**src/rtl/serial_word_comparator.sv**
```systemverilog
// Bit-serial MSB-first word comparator driving an external one-bit comparator stage.
// Define CMP_EARLY_EXIT_EN to finish as soon as the first differing bit decides the result.
module serial_word_comparator #(
  parameter int WIDTH = 8
) (
  input  logic             clk,
  input  logic             rst,
  input  logic             start,
  input  logic [WIDTH-1:0] a_in,
  input  logic [WIDTH-1:0] b_in,
  output logic             cmp_a,
  output logic             cmp_b,
  input  logic             cmp_agb,
  input  logic             cmp_eg,
  input  logic             cmp_alb,
  output logic             busy,
  output logic             done,
  output logic             agb,
  output logic             eg,
  output logic             alb
);

  localparam int CW = (WIDTH > 1) ? $clog2(WIDTH) : 1;

  typedef enum logic [1:0] {S_IDLE, S_SHIFT, S_DONE} state_e;
  typedef enum logic [1:0] {D_UND, D_GT, D_LT} dec_e;

  state_e          state_q, state_d;
  dec_e            dec_q, dec_d;
  logic [WIDTH-1:0] sa_q, sa_d, sb_q, sb_d;
  logic [CW-1:0]   cnt_q, cnt_d;
  logic            agb_q, agb_d, eg_q, eg_d, alb_q, alb_d;
  logic            finish;

  // Equality is implied by neither agb nor alb being set, so cmp_eg carries no extra information.
  logic unused_eg;
  assign unused_eg = cmp_eg;

  always_ff @(posedge clk) begin
    if (rst) begin
      state_q <= S_IDLE;
      dec_q   <= D_UND;
      sa_q    <= '0;
      sb_q    <= '0;
      cnt_q   <= '0;
      agb_q   <= 1'b0;
      eg_q    <= 1'b0;
      alb_q   <= 1'b0;
    end else begin
      state_q <= state_d;
      dec_q   <= dec_d;
      sa_q    <= sa_d;
      sb_q    <= sb_d;
      cnt_q   <= cnt_d;
      agb_q   <= agb_d;
      eg_q    <= eg_d;
      alb_q   <= alb_d;
    end
  end

  always_comb begin
    state_d = state_q;
    dec_d   = dec_q;
    sa_d    = sa_q;
    sb_d    = sb_q;
    cnt_d   = cnt_q;
    agb_d   = agb_q;
    eg_d    = eg_q;
    alb_d   = alb_q;
    finish  = 1'b0;
    case (state_q)
      S_IDLE, S_DONE: begin
        if (start) begin
          sa_d    = a_in;
          sb_d    = b_in;
          dec_d   = D_UND;
          cnt_d   = '0;
          state_d = S_SHIFT;
        end else if (state_q == S_DONE) begin
          state_d = S_IDLE;
        end
      end
      S_SHIFT: begin
        if (dec_q == D_UND) begin
          if (cmp_agb)      dec_d = D_GT;
          else if (cmp_alb) dec_d = D_LT;
        end
        cnt_d  = cnt_q + 1'b1;
        sa_d   = {sa_q[WIDTH-2:0], 1'b0};
        sb_d   = {sb_q[WIDTH-2:0], 1'b0};
        finish = (cnt_q == CW'(WIDTH - 1));
`ifdef CMP_EARLY_EXIT_EN
        if (dec_q == D_UND && dec_d != D_UND) finish = 1'b1;
`endif
        // Clearing the shift regs here keeps cmp_a/cmp_b low outside SHIFT.
        if (finish) begin
          state_d = S_DONE;
          sa_d    = '0;
          sb_d    = '0;
          cnt_d   = '0;
          agb_d   = (dec_d == D_GT);
          alb_d   = (dec_d == D_LT);
          eg_d    = (dec_d == D_UND);
        end
      end
      default: state_d = S_IDLE;
    endcase
  end

  assign cmp_a = sa_q[WIDTH-1];
  assign cmp_b = sb_q[WIDTH-1];
  assign busy  = (state_q == S_SHIFT);
  assign done  = (state_q == S_DONE);
  assign agb   = agb_q;
  assign eg    = eg_q;
  assign alb   = alb_q;

endmodule
```
**config.mk**
```make
export PLATFORM = sky130hd
export DESIGN_NAME = serial_word_comparator
export DESIGN_NICKNAME = d
export VERILOG_FILES = /design/src/rtl/serial_word_comparator.sv
export SDC_FILE = /design/constraint.sdc
export NUM_CORES = 1
export LEC_CHECK = 0
export ABC_AREA = 1
export ABC_CLOCK_PERIOD_IN_PS = 1600
export CAP_MARGIN = 20
export CORE_ASPECT_RATIO = 1.5
export CORE_MARGIN = 2
export CORE_UTILIZATION = 47
export CTS_CLUSTER_DIAMETER = 150
export DETAILED_ROUTE_END_ITERATION = 8
export PLACE_DENSITY = 0.76
export SLEW_MARGIN = 10
export SYNTH_ARGS = -nofsm -noshare
export SYNTH_HDL_FRONTEND = slang
export SYNTH_SLANG_ARGS = --single-unit
```
**constraint.sdc**
```tcl
create_clock -name clk -period 1.6 [get_ports clk]
set_clock_uncertainty 0.15 [all_clocks]
set_input_delay 0.32 -clock clk [delete_from_list [all_inputs] [get_ports clk]]
set_output_delay 0.32 -clock clk [all_outputs]
set_load 0.03 [all_outputs]
```
-- Word level (Yosys, flattened, before mapping)
Cells that the tools add are included.
- bits in latches: 0
- memories kept: 0
- RAM bits: 0
- input bits: 22
- register bits after elaboration: 26
- logic and storage cells: 44
- memory bits (read-only): 0
- output and inout bits: 7
- shift operators: 0
- multipliers: 0
- equal/unequal tests: 8
- $lt $le $gt $ge: 0
- div/mod/pow operators: 0
- add/subtract/negate cells: 1
- mux-type cells: 19
- bitwise operators: 0
- reduce and logical (&&, ||, !) cells: 8
- operator list (cell ; number):
    8-bit two-way mux ; 4
    8-bit one-hot mux with 2 select lines ; 2
    2-bit two-way mux ; 8
    2-bit one-hot mux with 2 select lines ; 2
    2-bit logical NOT ; 3
    3-bit two-way mux ; 2
    3-bit one-hot mux with 2 select lines ; 1
    2-bit AND reduction ; 3
    2-bit by 1-bit == test with 1-bit output, second input constant ; 2
    2-bit == test, second input constant ; 2
    3-bit by 1-bit adder with 3-bit output, second input constant ; 1
    3-bit == test, second input constant ; 1
    3-bit != test, second input constant ; 1
    2-bit by 1-bit != test with 1-bit output, second input constant ; 1
    2-bit != test, second input constant ; 1
    2-bit nonzero test ; 1
    2-bit OR reduction ; 1

-- Longest topological paths before layout
- word-level depth: 5
- mapped depth: 7
- gate-level depth less buffers: 7

-- Least setup slack after synthesis
Ideal clock, no wire load.
- kind: reg-to-reg
- start point: register cnt_q[0]
- end point: register eg_q (netlist: eg)
- period minus slack after synthesis: 1.378 ns
- slack: 0.222 ns
- arrival time: 1.111 ns
- setup time: 0.117 ns
- cell stages (with the launch flop): 8
- required time: 1.333 ns
- path buffers: 0
- path through: dfxtp_1 -> ha_1 -> ha_1 -> nand3_1 -> nand2_1 -> inv_1 -> nor2_1 -> nor2_1
- cells in the longest elaborated chain, start to end: 2
- ends and longest elaborated chain (element ; RTL line ; text):
    start: declaration ; 31 ; logic [CW-1:0] cnt_q, cnt_d;
    start signal: assignment ; 54 ; cnt_q <= cnt_d;
    3-bit == test ; 91 ; finish = (cnt_q == CW'(WIDTH - 1));
    2-bit AND reduction (no source line) ; - ;
    end signal: assignment ; 56 ; eg_q <= eg_d;
    end: declaration ; 32 ; logic agb_q, agb_d, eg_q, eg_d, alb_q, alb_d;
No other way between the ends.
A chain may end at the register's enable or synchronous reset.

-- Final worst setup path
- start point: register state_q[0]
- end point: output busy
- cells in the longest elaborated chain, start to end: 1
- ends and longest elaborated chain (element ; RTL line ; text):
    start: declaration ; 28 ; state_e state_q, state_d;
    start signal: assignment ; 50 ; state_q <= state_d;
    2-bit by 1-bit == test with 1-bit output ; 112 ; assign busy = (state_q == S_SHIFT);
    end: declaration ; 16 ; output logic busy,
No other way between the ends.

==> results by group <==
Power
  • Internal power: 0.948 mW
  • Logic pwr share: 0.189
  • P_sw: 0.343 mW
  • Power Density: 876 mW/mm^2
  • Leakage power: around 0.60 nW
  • VDD IR max: between 0.4 and 0.5 mV
  • Clock group share of total power: 0.254
  • Switching Fraction: 0.266
  • Sequential power share: 0.556

Critical path
  • Worst Path Buf+Inv: 2
  • Worst Setup Start Kind: register
  • Slowest cell on the critical path: dfxtp_1
  • Arr. time, crit path: around 1100 ps
  • Kind of critical path: register to output pin
  • Critical Path Max Stage Delay: 460 ps
  • Critical Path Fanout Max: 4
  • CP required: about 1100 ps
  • Crit-path cells: nand2_4 > clkinv_1 > buf_4
  • Top Family by Delay on Critical Path: flip-flops
  • CP endpoint kind: output pin

Cells and area
  • Antenna cells: 0
  • Fin nets: roughly 200
  • Multi-input logic area: between 500 and 600 sq um
  • Register Area: ~520 sq um
  • Layout cell share with drive strength beyond 1: 0.114
  • Synth-to-Final Area Change: 31.2%
  • Layout Utilization: 0.652
  • Most common cell after layout, fill and taps aside: o21ai_0
  • Design Area, Final: 0.00147 sq mm
  • Fillcell total: between 200 and 250
  • Most frequent cells in the layout: o21ai_0 (27), dfxtp_1 (25), nand2_1 (24)

STA
  • Final Max Tran Viols: 0
  • Final setup vio count: 0
  • Worst Max-Slew Pin Slew: roughly 300 ps
  • TNS Setup: 0 ps
  • Worst slew margin: 0.801
  • Worst Setup Slack, final: around 52 ps
  • Fmax: approximately 650 MHz
  • Tcrit/Tclk final: 0.967
  • Period minus WS final: approximately 1500 ps
  • RSZ-0062 raised after global routing: no
  • Hold Vio Cnt, Final: 0

Detailed routing
  • Via count: 1072
  • Final wirelength: about 2500 microns
  • Vias per cell: about 5.4
  • Post-route ant nets: 0
  • Routed length per placed instance: about 12 microns
  • Post-route DRC: 0
  • DRT iter0 DRCs: 44
  • DRT Pass-1 Iters: 4

GRT
  • Global-route wire length before repair: between 4000 and 5000 microns
  • Initial antenna violation count: 0
  • Pin count of the biggest net entering global routing: 18
  • Met1 usage: 0.192
  • GRT Resource Usage Total: 0.190
  • Global Route met3 Usage: 0.0282
  • Global routing's busiest layer: met2
  • GRT overflow: 0
  • Vias in the first global route: ~1000
  • Grt met2 use: 0.347

Worst hold path
  • Min-Delay Path Class: register to register

Synth
  • Post-synthesis net count: 170
  • Distinct cells, synth: 19
  • Mapped Cells: roughly 150
  • Cell area after synthesis: 0.00112 sq mm
  • Post-synthesis mux area share: 0
  • Synth Area in Compound Gates: 0.247
  • Adder-cell share of the synthesized area: 0.0223
  • Syn avg cell area: roughly 7.7 sq um
  • Yosys reg bits: 26
  • XOR/XNOR Fraction of Synth Area: 0
  • Simple-gate share of the synthesized area: 0.187
  • Post-synthesis sequential area ratio: 0.463
  • Largest family of logic cells by synthesized area: compound AO/OA/AOI/OAI gates
  • YS warnings: 0

Clock network
  • H-tree levels: 1
  • Clk Tree Root Cell: clkbuf_4
  • CTS max path bufs: 2
  • Clock Latency Late Sink: roughly 320 ps
  • CTS Buf Count: 3
  • Hold_buf cts: 0
  • # clock sinks: 26
  • CTS tree: done
  • Clk slew on worst S/H paths: ~130 ps

Place
  • Post-DP Area: between 0.001 and 0.0015 sq mm
  • Final Wtd Congestion: 0.782
  • Worst slack, placed: -11.3 ps
  • Port Buffers: 27
  • Final HPWL DP: around 1800 microns

Run status
  • Outcome: complete, no violations

Job
  • Max_cap viols: 0

Floorplan
  • Die X: around 44 microns
  • Initial core utilization: 0.497
  • I/O pin total: 29
  • Core Area: around 0.0023 sq mm
  • FP Rows: 21
  • Die H: roughly 64 microns
  • Die ar.: ~0.0028 sq mm
-- sequential cells by signal (all words and copies together), names as in the netlist --
signal   cells
agb          1
alb          1
cnt_q        3
dec_q        2
eg           1
sa_q         8
sb_q         8
state_q      2
-- timing repair --
| action | in CTS | in global routing |
|---|---|---|
| pin swaps | 1 | 1 |
| gates resized for setup | 5 | 4 |
| endpoints found under the setup margin | 6 | 9 |
| setup buffers | 1 | 0 |
-- layout make-up --
type / instances / share of cell area
Sequential cell: 26 / 0.354
Tap cell: 23 / 0.0195
Timing Repair Buffer: 32 / 0.218
Clock buffer: 4 / 0.0246
Inverter: 12 / 0.0306
Multi-Input combinational cell: 102 / 0.353
-- power groups by stage --
stage / Combinational (mW) / Sequential [mW] / Clock [mW]
global placement: 0.238 / 0.730 / 0
finish: 0.245 / 0.718 / 0.329
global route: 0.272 / 0.722 / 0.362
floorplan: 0.137 / 0.737 / 0
CTS: 0.246 / 0.718 / 0.342
detailed placement: 0.244 / 0.733 / 0
-- synthesized netlist by cell type, drive strengths merged --
| library cell | count | area share |
|---|---|---|
| a21oi | 23 | 0.10 |
| buf | 5 | 0.036 |
| clkbuf | 1 | 0.0045 |
| clkinv | 1 | 0.0033 |
| dfxtp | 26 | 0.46 |
| ha | 2 | 0.022 |
| inv | 11 | 0.037 |
| nand2 | 27 | 0.11 |
| nand3 | 7 | 0.031 |
| nand4 | 1 | 0.0056 |
| nor2 | 10 | 0.040 |
| o21a | 1 | 0.0067 |
| o21ai | 31 | 0.14 |
-- worst paths after layout --
check | from | endpoint | slack [ps] | cells after the start
setup / recovery | state_q[0] | busy | 50 | 3
hold / removal | sb_q[5] | sb_q[6] | 310 | 2
setup reg to reg | cnt_q[0] | eg | 160 | 7
hold reg to reg | sb_q[5] | sb_q[6] | 310 | 2
-- worst register-to-register path: cells and delay by family, from the launching register on --
kind                     cells  cell delay [ps]
flip-flops                   1              390
adder cells (fa/ha/maj)      2              400
buffers and inverters        1               40
AND/OR/NAND/NOR              4              380
-- kinds of logic (layout without fill, tap and decap cells) --
family	count (synthesis)	in the layout
buffers and inverters	18	48
flip-flops	26	26
adder cells (fa/ha/maj)	2	2
AO/OA/AOI/OAI	55	55
AND/OR/NAND/NOR	45	45
-- metal layers --
layer	up-vias	routed length (microns)
li1	550	-
met1	489	971
met2	26	1360
met3	7	102
met4	0	57
met5	-	0
-- metrics by stage --
step / instances / total power, mW / hold WS (ps)
2_1_floorplan: 146 / 0.874 / 279
3_3_place_gp: 194 / 0.968 / 293
3_5_place_dp: 194 / 0.977 / 299
4_1_cts: 199 / 1.31 / 319
5_1_grt: 199 / 1.36 / 330
6_report: 199 / 1.29 / 311
No activity file was read; power rests on OpenSTA's default activity.
